### config.mk
export PLATFORM = sky130hd
export DESIGN_NAME = seg7_scan_display_flat
export DESIGN_NICKNAME = d
export VERILOG_FILES = /design/src/rtl/seg7_scan_display_if.sv /design/src/rtl/seg7_scan_display.sv /design/src/flat_wrapper.sv
export SDC_FILE = /design/constraint.sdc
export NUM_CORES = 1
export LEC_CHECK = 0
export ABC_AREA = 1
export CAP_MARGIN = 5
export CORE_ASPECT_RATIO = 1.4
export CORE_UTILIZATION = 30
export CTS_BUF_LIST = sky130_fd_sc_hd__clkbuf_2
export DETAILED_ROUTE_END_ITERATION = 12
export GPL_TIMING_DRIVEN = 0
export PLACE_DENSITY_LB_ADDON = 0.25
export REMOVE_ABC_BUFFERS = 1
export SKIP_CTS_REPAIR_TIMING = 1
export SLEW_MARGIN = 10
export SYNTH_ARGS = -nofsm -noshare
export SYNTH_HDL_FRONTEND = slang
export SYNTH_SLANG_ARGS = --single-unit
### constraint.sdc
create_clock -name clk -period 5.18 [get_ports clk]
set_input_delay 1.036 -clock clk [delete_from_list [all_inputs] [get_ports clk]]
set_output_delay 1.036 -clock clk [all_outputs]
set_load 0.02 [all_outputs]
### src/rtl/seg7_scan_display_if.sv
// Bus bundle between the digit source and the multiplexed seven-segment scanner.
interface seg7_scan_display_if #(
    parameter int unsigned NUM_DIGITS = 4
);
    localparam int unsigned IDX_W = (NUM_DIGITS > 1) ? $clog2(NUM_DIGITS) : 1;

    logic                      load;
    logic [4*NUM_DIGITS-1:0]   digits;
    logic [NUM_DIGITS-1:0]     dp_in;
    logic                      blank;
    logic [6:0]                seg;
    logic                      dp;
    logic [NUM_DIGITS-1:0]     an;
    logic [IDX_W-1:0]          digit_idx;

    modport master (
        output load, digits, dp_in, blank,
        input  seg, dp, an, digit_idx
    );

    modport slave (
        input  load, digits, dp_in, blank,
        output seg, dp, an, digit_idx
    );
endinterface

### src/rtl/seg7_scan_display.sv
// Time-multiplexed common-anode seven-segment driver with BCD decode and
// leading-zero suppression. All outputs are registered and active-low.
module seg7_scan_display #(
    parameter int unsigned NUM_DIGITS    = 4,
    parameter int unsigned REFRESH_DIV   = 100000,
    parameter bit          BLANK_LEADING = 1'b1
) (
    input  logic               clk,
    input  logic               rst,
    seg7_scan_display_if.slave bus
);
    localparam int unsigned IDX_W = (NUM_DIGITS > 1) ? $clog2(NUM_DIGITS) : 1;
    localparam int unsigned CNT_W = (REFRESH_DIV > 1) ? $clog2(REFRESH_DIV) : 1;
    localparam int unsigned DIG_W = 4 * NUM_DIGITS;

    localparam logic [CNT_W-1:0] CNT_LAST = CNT_W'(REFRESH_DIV - 1);
    localparam logic [IDX_W-1:0] IDX_LAST = IDX_W'(NUM_DIGITS - 1);

    logic [CNT_W-1:0]      cnt_q,    cnt_d;
    logic [IDX_W-1:0]      idx_q,    idx_d;
    logic [DIG_W-1:0]      shadow_q, shadow_d;
    logic [NUM_DIGITS-1:0] sdp_q,    sdp_d;
    logic [6:0]            seg_q,    seg_d;
    logic                  dp_q,     dp_d;
    logic [NUM_DIGITS-1:0] an_q,     an_d;

    logic [NUM_DIGITS:0]   zero_from;
    logic [3:0]            cur_dig;
    logic                  cur_dp;
    logic                  cur_lz;

    // BCD to active-low {g,f,e,d,c,b,a}; non-BCD codes show a dash.
    function automatic logic [6:0] bcd_to_seg(input logic [3:0] v);
        logic [6:0] s;
        case (v)
            4'd0:    s = 7'b1000000;
            4'd1:    s = 7'b1111001;
            4'd2:    s = 7'b0100100;
            4'd3:    s = 7'b0110000;
            4'd4:    s = 7'b0011001;
            4'd5:    s = 7'b0010010;
            4'd6:    s = 7'b0000010;
            4'd7:    s = 7'b1111000;
            4'd8:    s = 7'b0000000;
            4'd9:    s = 7'b0010000;
            default: s = 7'b0111111;
        endcase
        return s;
    endfunction

    // Prescaler, scan index and shadow capture.
    always_comb begin
        cnt_d    = cnt_q;
        idx_d    = idx_q;
        shadow_d = shadow_q;
        sdp_d    = sdp_q;
        if (cnt_q == CNT_LAST) begin
            cnt_d = '0;
            idx_d = (idx_q == IDX_LAST) ? '0 : idx_q + IDX_W'(1);
        end else begin
            cnt_d = cnt_q + CNT_W'(1);
        end
        if (bus.load) begin
            shadow_d = bus.digits;
            sdp_d    = bus.dp_in;
        end
    end

    // zero_from[i]: digit i and every higher digit are zero with no dp requested.
    always_comb begin
        zero_from             = '0;
        zero_from[NUM_DIGITS] = 1'b1;
        for (int i = int'(NUM_DIGITS) - 1; i >= 0; i--) begin
            zero_from[i] = zero_from[i+1] & (shadow_q[4*i +: 4] == 4'd0) & ~sdp_q[i];
        end
    end

    // Pick the digit, dp request and blanking flag of the slot being scanned.
    always_comb begin
        cur_dig = '0;
        cur_dp  = 1'b0;
        cur_lz  = 1'b0;
        for (int i = 0; i < int'(NUM_DIGITS); i++) begin
            if (idx_q == IDX_W'(i)) begin
                cur_dig = shadow_q[4*i +: 4];
                cur_dp  = sdp_q[i];
                cur_lz  = (i != 0) && zero_from[i];
            end
        end
    end

    // Next output word; dark whenever blanked globally or as a leading zero.
    always_comb begin
        seg_d = 7'b1111111;
        dp_d  = 1'b1;
        an_d  = '1;
        if (!bus.blank && !(BLANK_LEADING && cur_lz)) begin
            an_d  = ~(NUM_DIGITS'(1) << idx_q);
            seg_d = bcd_to_seg(cur_dig);
            dp_d  = ~cur_dp;
        end
    end

    // State and output registers with synchronous active-low reset.
    always_ff @(posedge clk) begin
        if (!rst) begin
            cnt_q    <= '0;
            idx_q    <= '0;
            shadow_q <= '0;
            sdp_q    <= '0;
            seg_q    <= 7'b1111111;
            dp_q     <= 1'b1;
            an_q     <= '1;
        end else begin
            cnt_q    <= cnt_d;
            idx_q    <= idx_d;
            shadow_q <= shadow_d;
            sdp_q    <= sdp_d;
            seg_q    <= seg_d;
            dp_q     <= dp_d;
            an_q     <= an_d;
        end
    end

    assign bus.seg       = seg_q;
    assign bus.dp        = dp_q;
    assign bus.an        = an_q;
    assign bus.digit_idx = idx_q;

endmodule

### src/flat_wrapper.sv
// flat-port wrapper written by rule: the top's interface ports become plain ports
module seg7_scan_display_flat 
#(
    parameter int unsigned NUM_DIGITS    = 4,
    parameter int unsigned REFRESH_DIV   = 100000,
    parameter bit          BLANK_LEADING = 1'b1
)
  (clk, rst, bus_load, bus_digits, bus_dp_in, bus_blank, bus_seg, bus_dp, bus_an, bus_digit_idx);
  seg7_scan_display_if #(.NUM_DIGITS(NUM_DIGITS)) bus_i ();
  input  logic clk;
  input  logic rst;
  input wire logic [$bits(bus_i.load)-1:0] bus_load;
  input wire logic [$bits(bus_i.digits)-1:0] bus_digits;
  input wire logic [$bits(bus_i.dp_in)-1:0] bus_dp_in;
  input wire logic [$bits(bus_i.blank)-1:0] bus_blank;
  output wire logic [$bits(bus_i.seg)-1:0] bus_seg;
  output wire logic [$bits(bus_i.dp)-1:0] bus_dp;
  output wire logic [$bits(bus_i.an)-1:0] bus_an;
  output wire logic [$bits(bus_i.digit_idx)-1:0] bus_digit_idx;
  assign bus_i.load = bus_load;
  assign bus_i.digits = bus_digits;
  assign bus_i.dp_in = bus_dp_in;
  assign bus_i.blank = bus_blank;
  assign bus_seg = bus_i.seg;
  assign bus_dp = bus_i.dp;
  assign bus_an = bus_i.an;
  assign bus_digit_idx = bus_i.digit_idx;
  seg7_scan_display #(.NUM_DIGITS(NUM_DIGITS), .REFRESH_DIV(REFRESH_DIV), .BLANK_LEADING(BLANK_LEADING)) u_core (.clk(clk), .rst(rst), .bus(bus_i));
endmodule
======== After elaboration in Yosys (flattened, before gate mapping) ========
Memories as Yosys holds them, arrays and structs flattened. A register that Yosys moved wholly into a read port is not among the register bits.
Index checks and enable logic that the tools add are counted.
word-level totals
  flip-flop bits (word level) ............. 44
  ROM bits ................................ 112
  bits of input ports ..................... 24
  output and inout port bits .............. 14
  logic and storage cells ................. 47
  memories ................................ 1
operators by class
  add/subtract/negate cells ............... 2
  equality and inequality tests ........... 4
  shifts and indexed selects .............. 1
  mux-type cells .......................... 12
  bitwise logic cells ..................... 11
  reductions and logical operators ........ 10
memories
  name              words  width  rd ports  clocked after memory_dff  wr ports  RTL line                 source
  (name not given)  16     7      1         1                         0         seg7_scan_display.sv:35  case (v)
operator list
  kind                     count
  $add A17 B1 Y17 const B  1
  $eq A17 B17 Y1 const B   1
  $mux W4                  4
  $logic_not A4 Y1         3
  $mux W1                  7
  $and A1 B1 Y1            5
  $not A1 Y1               5
  $eq A2 B2 Y1 const B     2
  $not A4 Y4               1
  $shl A1 B2 Y4 const A    1
  $logic_not A1 Y1         3
  $add A2 B1 Y2 const B    1
  $eq A2 B1 Y1 const B     1
  $logic_not A2 Y1         1
  $mux W2                  1
  $reduce_and A2 Y1        1
  $reduce_or A2 Y1         1
  $logic_and A1 B1 Y1      1

======== Longest topological paths before layout ========
  depth after elaboration ................. 13
  depth in mapped cells ................... 13
  mapped depth without buffers ............ 13

======== Worst setup path before layout ========
No wires, ideal clock.
  path type ............................... register to register
  start point ............................. register u_core.idx_q[0], in the netlist u_core.bus.digit_idx[0]
  end point ............................... register u_core.seg_q[5], in the netlist u_core.bus.seg[5]
  library setup time ...................... 121 ps
  data arrival time ....................... 1,820 ps
  data required time ...................... 5,059 ps
  slack ................................... 3,239 ps
  stages on the path, launching flop included .. 12
  path buffers ............................ 1
  clock period less this slack ............ 1,941 ps
  cell sequence ........................... dfxtp_1 -> inv_1 -> ha_1 -> buf_2 -> a21oi_1 -> nand2_1 -> nand2_1 -> inv_1 -> ha_1 -> nand3b_1 -> nand3_1 -> nand3_1
on the way
  word-level cells in the longest chain between the ends .. 8
  elaborated cells between the ends (all ways) .. 15
  classes of those cells .................. eq/ne: 3; mux: 7; reduce/logical: 5
RTL lines
  what                                RTL line                  source
  start, declared                     seg7_scan_display.sv:20   logic [IDX_W-1:0] idx_q, idx_d;
  start signal, assigned              seg7_scan_display.sv:116  idx_q <= idx_d;
  $eq A2 B1 Y1                        seg7_scan_display.sv:84   if (idx_q == IDX_W'(i)) begin
  $mux W1 (3 in series)               seg7_scan_display.sv:84
  $logic_not A1 Y1                    seg7_scan_display.sv:97   if (!bus.blank && !(BLANK_LEADING && cur_lz)) begin
  $logic_and A1 B1 Y1                 seg7_scan_display.sv:97
  $reduce_and A2 Y1 (no source line)  --
  $logic_not A1 Y1 (no source line)   --
  end, declared                       seg7_scan_display.sv:23   logic [6:0] seg_q, seg_d;
Several ways; a longest one is shown, not always the timed one.
A chain may end at the register's enable or synchronous reset.

==> qor.yml <==
syn_inst: 327
worstMarginPinSlew_ps: 838.9
p_seq_frac: 0.639
cts.clk_slew.worst_paths_ps: 230
setup_viol: 0
power.density_mw_per_mm2: 227.0
grt_pass1_wl_mm: 8.956
synth.area.top_cells: "dfxtp_1, nand2_1, nor2_1"
finalHoldViolCount: 0
ys_async_sr_fraction: 0
hold_path.class: "register to register"
ir_drop_v: 0.0001223
grt_max_degree: 29
die-height_um: 108.1
nets: 396
fin_crit_sh: 0.4993
cts_root_buffer: "clkbuf_2"
synth_cell_types: 31
setup_ws_ps: 2594
grt_pass1_vias: 2079
die_area_mm2: 0.008404
gp_congestion: 0.7948
fin_hold_ws_ps: 470.5
die_width_um: 77.77
start_kind: "input port"
ant_nets: 0
combPwrFrac: 0.133
synth_edf_count: 0
setup_tns_ps: 0
clockPowerShare: 0.229
cp-end-kind: "register"
finClkSkew_ps: 22.63
relSlewSlack: 0.4390
cpMaxStageDelayCell: "clkdlybuf4s50_1"
pre_cts_ws_ps: 2060
clkLatencyLatePin_ps: 420
cts_buffer_depth: 2
postSynthAreaPerCell_um2: 7.373
final_layout_size_suffix_gt1_frac: 0.09392
boundaryPins: 38
area_growth_pct: 19.82
cts_tree: "built"
ys_seq_elements: 51
utilization: 0.3728
avgRoutedWirePerCell_um: 11.33
antenna_found_initial: 0
intPower_mw: 0.4801
cap_violations: 0
diodes: 0
drc: 0
cellLeakagePower_nw: 1.148
vias: 2104
rows: 38
synth_top_area_cell: "dfxtp_1"
synthFlopType: "dfxtp_1"
final_max_slew_viol_count: 0
dr.pass1.iters: 4
synth_top_area_share: 0.4235
fmax_mhz: 386.6
drt_iter0_markers: 73
cp_data_arrival_time_ps: 2900
cp_max_fo: 28
grtUsageTotal: 0.1359
slowest_delay_ps: 710
ys_warn_count: 0
port_buffers: 37
outcome: "completed"
vias_per_cell: 4.554
cts_buffers: 5
wl_mm: 5.233
p_sw_frac: 0.2680
path_cells: "clkdlybuf4s50_1 -> clkinv_1 -> o21ai_0 -> a21oi_1"
p_switching_mw: 0.1758
start_util: 0.3111
overflow: 0
grt_setup_unrepaired: "false"
cp.required_ps: 5500
cts-htree-levels: 2
critPathKind: "input port to register"
fin_crit_ps: 2586
synth.most_common_cell: "nand2_1"
synthTopCellsByCount: "nand2_1, dfxtp_1, nor2_1"
core_area_mm2: 0.007750
hpwlAfterDp_mm: 4.041
cts_sinks: 51
synth_area_mm2: 0.002411
synth-seq-area-share: 0.4235
## layout make-up
cell class,count,area [um^2]
sequential,51,1021
fill,832,4861
multi-input combinational,232,1207
clock inverter,2,8.758
tap,100,125.1
clock buffer,5,25.02
timing repair buffer,37,370.4
inverter,35,131.4
## cells in the final DEF (no fill, tap or decap), drive strengths merged
cell	n
ha	10
nand3	27
a21oi	23
o21ai	25
or2	4
xor2	4
clkdlybuf4s50	37
a211o	1
nor3	8
clkbuf	5
o211ai	1
nand3b	3
nand2	65
a22oi	1
inv	34
nor2b	1
nor2	54
clkinv	3
nand4	5
dfxtp	51
## power by group through the flow
stage | combinational, mW | clock (mW) | sequential (mW)
after global placement | 0.0871 | 0 | 0.426
after CTS | 0.0885 | 0.160 | 0.419
final | 0.0870 | 0.150 | 0.419
after global routing | 0.0995 | 0.174 | 0.421
after floorplan | 0.0424 | 0 | 0.430
after detailed placement | 0.0881 | 0 | 0.427
## worst max-delay path, delay by kind of cell
kind | cells | cell delay (ps)
AOI/OAI and AO/OA | 2 | 470
buffers and inverters | 2 | 1390
## path summary, 6_finish.rpt
kind	from	cells after the start	slack [ps]	end
setup / recovery	bus_load	4	2590	u_core.shadow_q[13]
hold / removal	u_core.cnt_q[0]	1	470	u_core.cnt_q[0]
setup reg to reg	u_core.bus.digit_idx[0]	10	3180	u_core.bus.seg[5]
hold reg to reg	u_core.cnt_q[0]	1	470	u_core.cnt_q[0]
## cell families (layout without fill, tap and decap cells)
kind of cell,count (synthesis),count (layout),synth area share
simple gates,167,167,0.3233
compound gates,51,51,0.1111
flops,51,51,0.4235
buf+inv,44,79,0.07576
fa+ha+maj,10,10,0.05189
xor+xnor,4,4,0.01453
## flip-flops by register name (all words and copies together), names as in the netlist
register              cells
u_core.bus.an             4
u_core.shadow_q          16
u_core.cnt_q             17
u_core.bus.digit_idx      2
u_core.bus.seg            7
u_core.bus.dp             1
u_core.sdp_q              4
## per-stage QoR
step / cells / cell area, um^2 / power [mW]
2_1_floorplan: 318 / 2360 / 0.4723
3_3_place_gp: 455 / 2855 / 0.5134
3_5_place_dp: 455 / 2855 / 0.5147
4_1_cts: 462 / 2889 / 0.6674
5_1_grt: 462 / 2889 / 0.6949
6_report: 462 / 2889 / 0.6559
## per-layer routing
layer | vias to the layer above | GRT usage | routed length, um
met3 | 8 | 0.03207 | 142
met5 | - | 0 | 0
met4 | 0 | 0.05391 | 99
li1 | 1124 | - | -
met2 | 27 | 0.2693 | 2916
met1 | 945 | 0.1330 | 2075
Power figures use the tool's default switching activity.
==> RTL change: new RTL, config.mk and constraints unchanged <==
Reset style: asynchronous (`rst`), changed in one clocked block. Comments in the files are not updated.
--- a/src/rtl/seg7_scan_display.sv
+++ b/src/rtl/seg7_scan_display.sv
@@ -102,7 +102,7 @@
     end
 
     // State and output registers with synchronous active-low reset.
-    always_ff @(posedge clk) begin
+    always_ff @(posedge clk or negedge rst) begin
         if (!rst) begin
             cnt_q    <= '0;
             idx_q    <= '0;
Formal check against the unedited RTL: differs if rst is asserted again (counterexample within 4 cycles, from zero or initial values and one cycle with rst low); with rst held inactive, the same outputs for 10 cycles.
==> RTL change against the unedited design <==
Cell count fell by 3.5%. Utilization is 0.11 points lower. Synthesized area up 11%. First-iteration DRC count up 23%. Non-clock buffer count rose by 1. Power is 7.0% higher. Cell area up 11%. Setup slack lost 95 ps. Sequential cell count unchanged. Via count down 4.2%. Routed wire length up 2.6%. Clock skew grew 13 ps. Hold slack got worse by 2.7 ps. Fmax decreased by 3.5%. Critical path type is now flop to output pin. Largest power group unchanged. Highest routed layer unchanged.
==> RTL change: results <==
export IMPL_outcome="finished clean"
export IMPL_regToRegEndpoint="u_core.bus.seg[5]$_DFF_PN1_"
export IMPL_cp_max_fo=1
export IMPL_wl_per_cell_um=12.0
export IMPL_critPathMaxStageDelay_ps=610
export IMPL_nets=375
export IMPL_vias=2016
export IMPL_holdCritPathClass="input pin to asynchronous set/reset pin"
export IMPL_worstMarginPinSlew_ps=988
export IMPL_arrival_ps=1640
export IMPL_synth_area_leaders="dfrtp_1, dfstp_2, nand2_1"
export IMPL_cts_root_buf="clkbuf_2"
export IMPL_synth_avg_cell_area_um2=8.89
export IMPL_fin_skew_ps=36.1
export IMPL_worst_hold_slack_ps=468
export IMPL_vdd_drop_max_mv=0.104
export IMPL_power_leakage_uw=0.00148
export IMPL_globalplace_congestion=0.776
export IMPL_layout_drive_gt1_share=0.161
export IMPL_p_int_uw=506
export IMPL_wl_met1_um=2190
export IMPL_placed_area_um2=3170
export IMPL_track_usage=0.134
export IMPL_routed_wl_um=5370
export IMPL_use_met2=0.239
export IMPL_rows=40
export IMPL_wl_met3_um=168
export IMPL_synth_common_cells="nand2_1, inv_1, dfrtp_1"
export IMPL_yosysSeqAreaShare=0.481
export IMPL_r2r_slack_ps=2770
export IMPL_coreArea_um2=8610
export IMPL_drtIter0Drc=90
export IMPL_clkTransAtPathRegs_ps=260
export IMPL_io_buffers=37
export IMPL_grt_max_degree=33
export IMPL_r2r_start="u_core.bus.digit_idx[0]$_DFFE_PN0N_"
export IMPL_grt_util_met3=0.0328
export IMPL_rr_worst_depth=8
export IMPL_preCtsSetupSlack_ps=2430
export IMPL_grt_pass1_wl_um=9360
export IMPL_synth_main_ff_cell="dfrtp_1"
export IMPL_use_met1=0.149
export IMPL_largest_reg_flops=17
export IMPL_clk_latency_ps=460
export IMPL_wl_met2_um=2910
export IMPL_placed_cells=439
export IMPL_dp_hpwl_um=4170
export IMPL_synth_cell_types=39
export IMPL_synthArstFlopShare=1.00
RTL change: changes by cell type in the layout (fill, tap and decap cells not counted), moves of 5 or more:
cell	delta
inv_1	+12
dfstp_2	+12
a21oi_1	-14
nand2_1	+9
mux2_2	+8
o21ai_0	-11
dfrtp_1	+39
nor3_1	-5
dfxtp_1	-51
xor2_1	+6
nor2_1	-28
RTL change: cells by family after synthesis:
kind of cell | Yosys count | synth area share
AND/OR/NAND/NOR | 144 | 0.269
buffers and inverters | 51 | 0.0788
flip-flops | 51 | 0.481
AO/OA/AOI/OAI | 28 | 0.0587
XOR/XNOR | 10 | 0.0326
adder cells (fa/ha/maj) | 10 | 0.0466
multiplexers | 8 | 0.0336
RTL change: how the worst max path moves through the flow:
stage	start	to	slack [ps]
final	u_core.bus.an[1]$_DFF_PN1_	bus_an[1]	2500
after CTS	u_core.bus.an[1]$_DFF_PN1_	bus_an[1]	2460
after floorplan	u_core.bus.digit_idx[0]$_DFFE_PN0N_	u_core.bus.seg[5]$_DFF_PN1_	3100
after detailed placement	bus_load	u_core.shadow_q[1]$_DFFE_PN0P_	2430
after global placement	rst	u_core.sdp_q[3]$_DFFE_PN0P_	1510
after global routing	u_core.bus.an[1]$_DFF_PN1_	bus_an[1]	2410
RTL change: power groups by stage:
stage          registers, µW  clock network, µW  logic, µW
2_1_floorplan            449                  0       47.6
3_3_place_gp             442                  0        110
3_5_place_dp             443                  0        112
4_1_cts                  436                167        113
5_1_grt                  439                181        125
6_report                 435                156        110
RTL change: cell type report:
cell class	count	area, µm²
fill	931	5410
sequential	51	1290
multi-input combinational	200	1180
timing repair buffer	38	385
inverter	45	175
tap	105	131
clock buffer	5	25.0
clock inverter	2	8.76
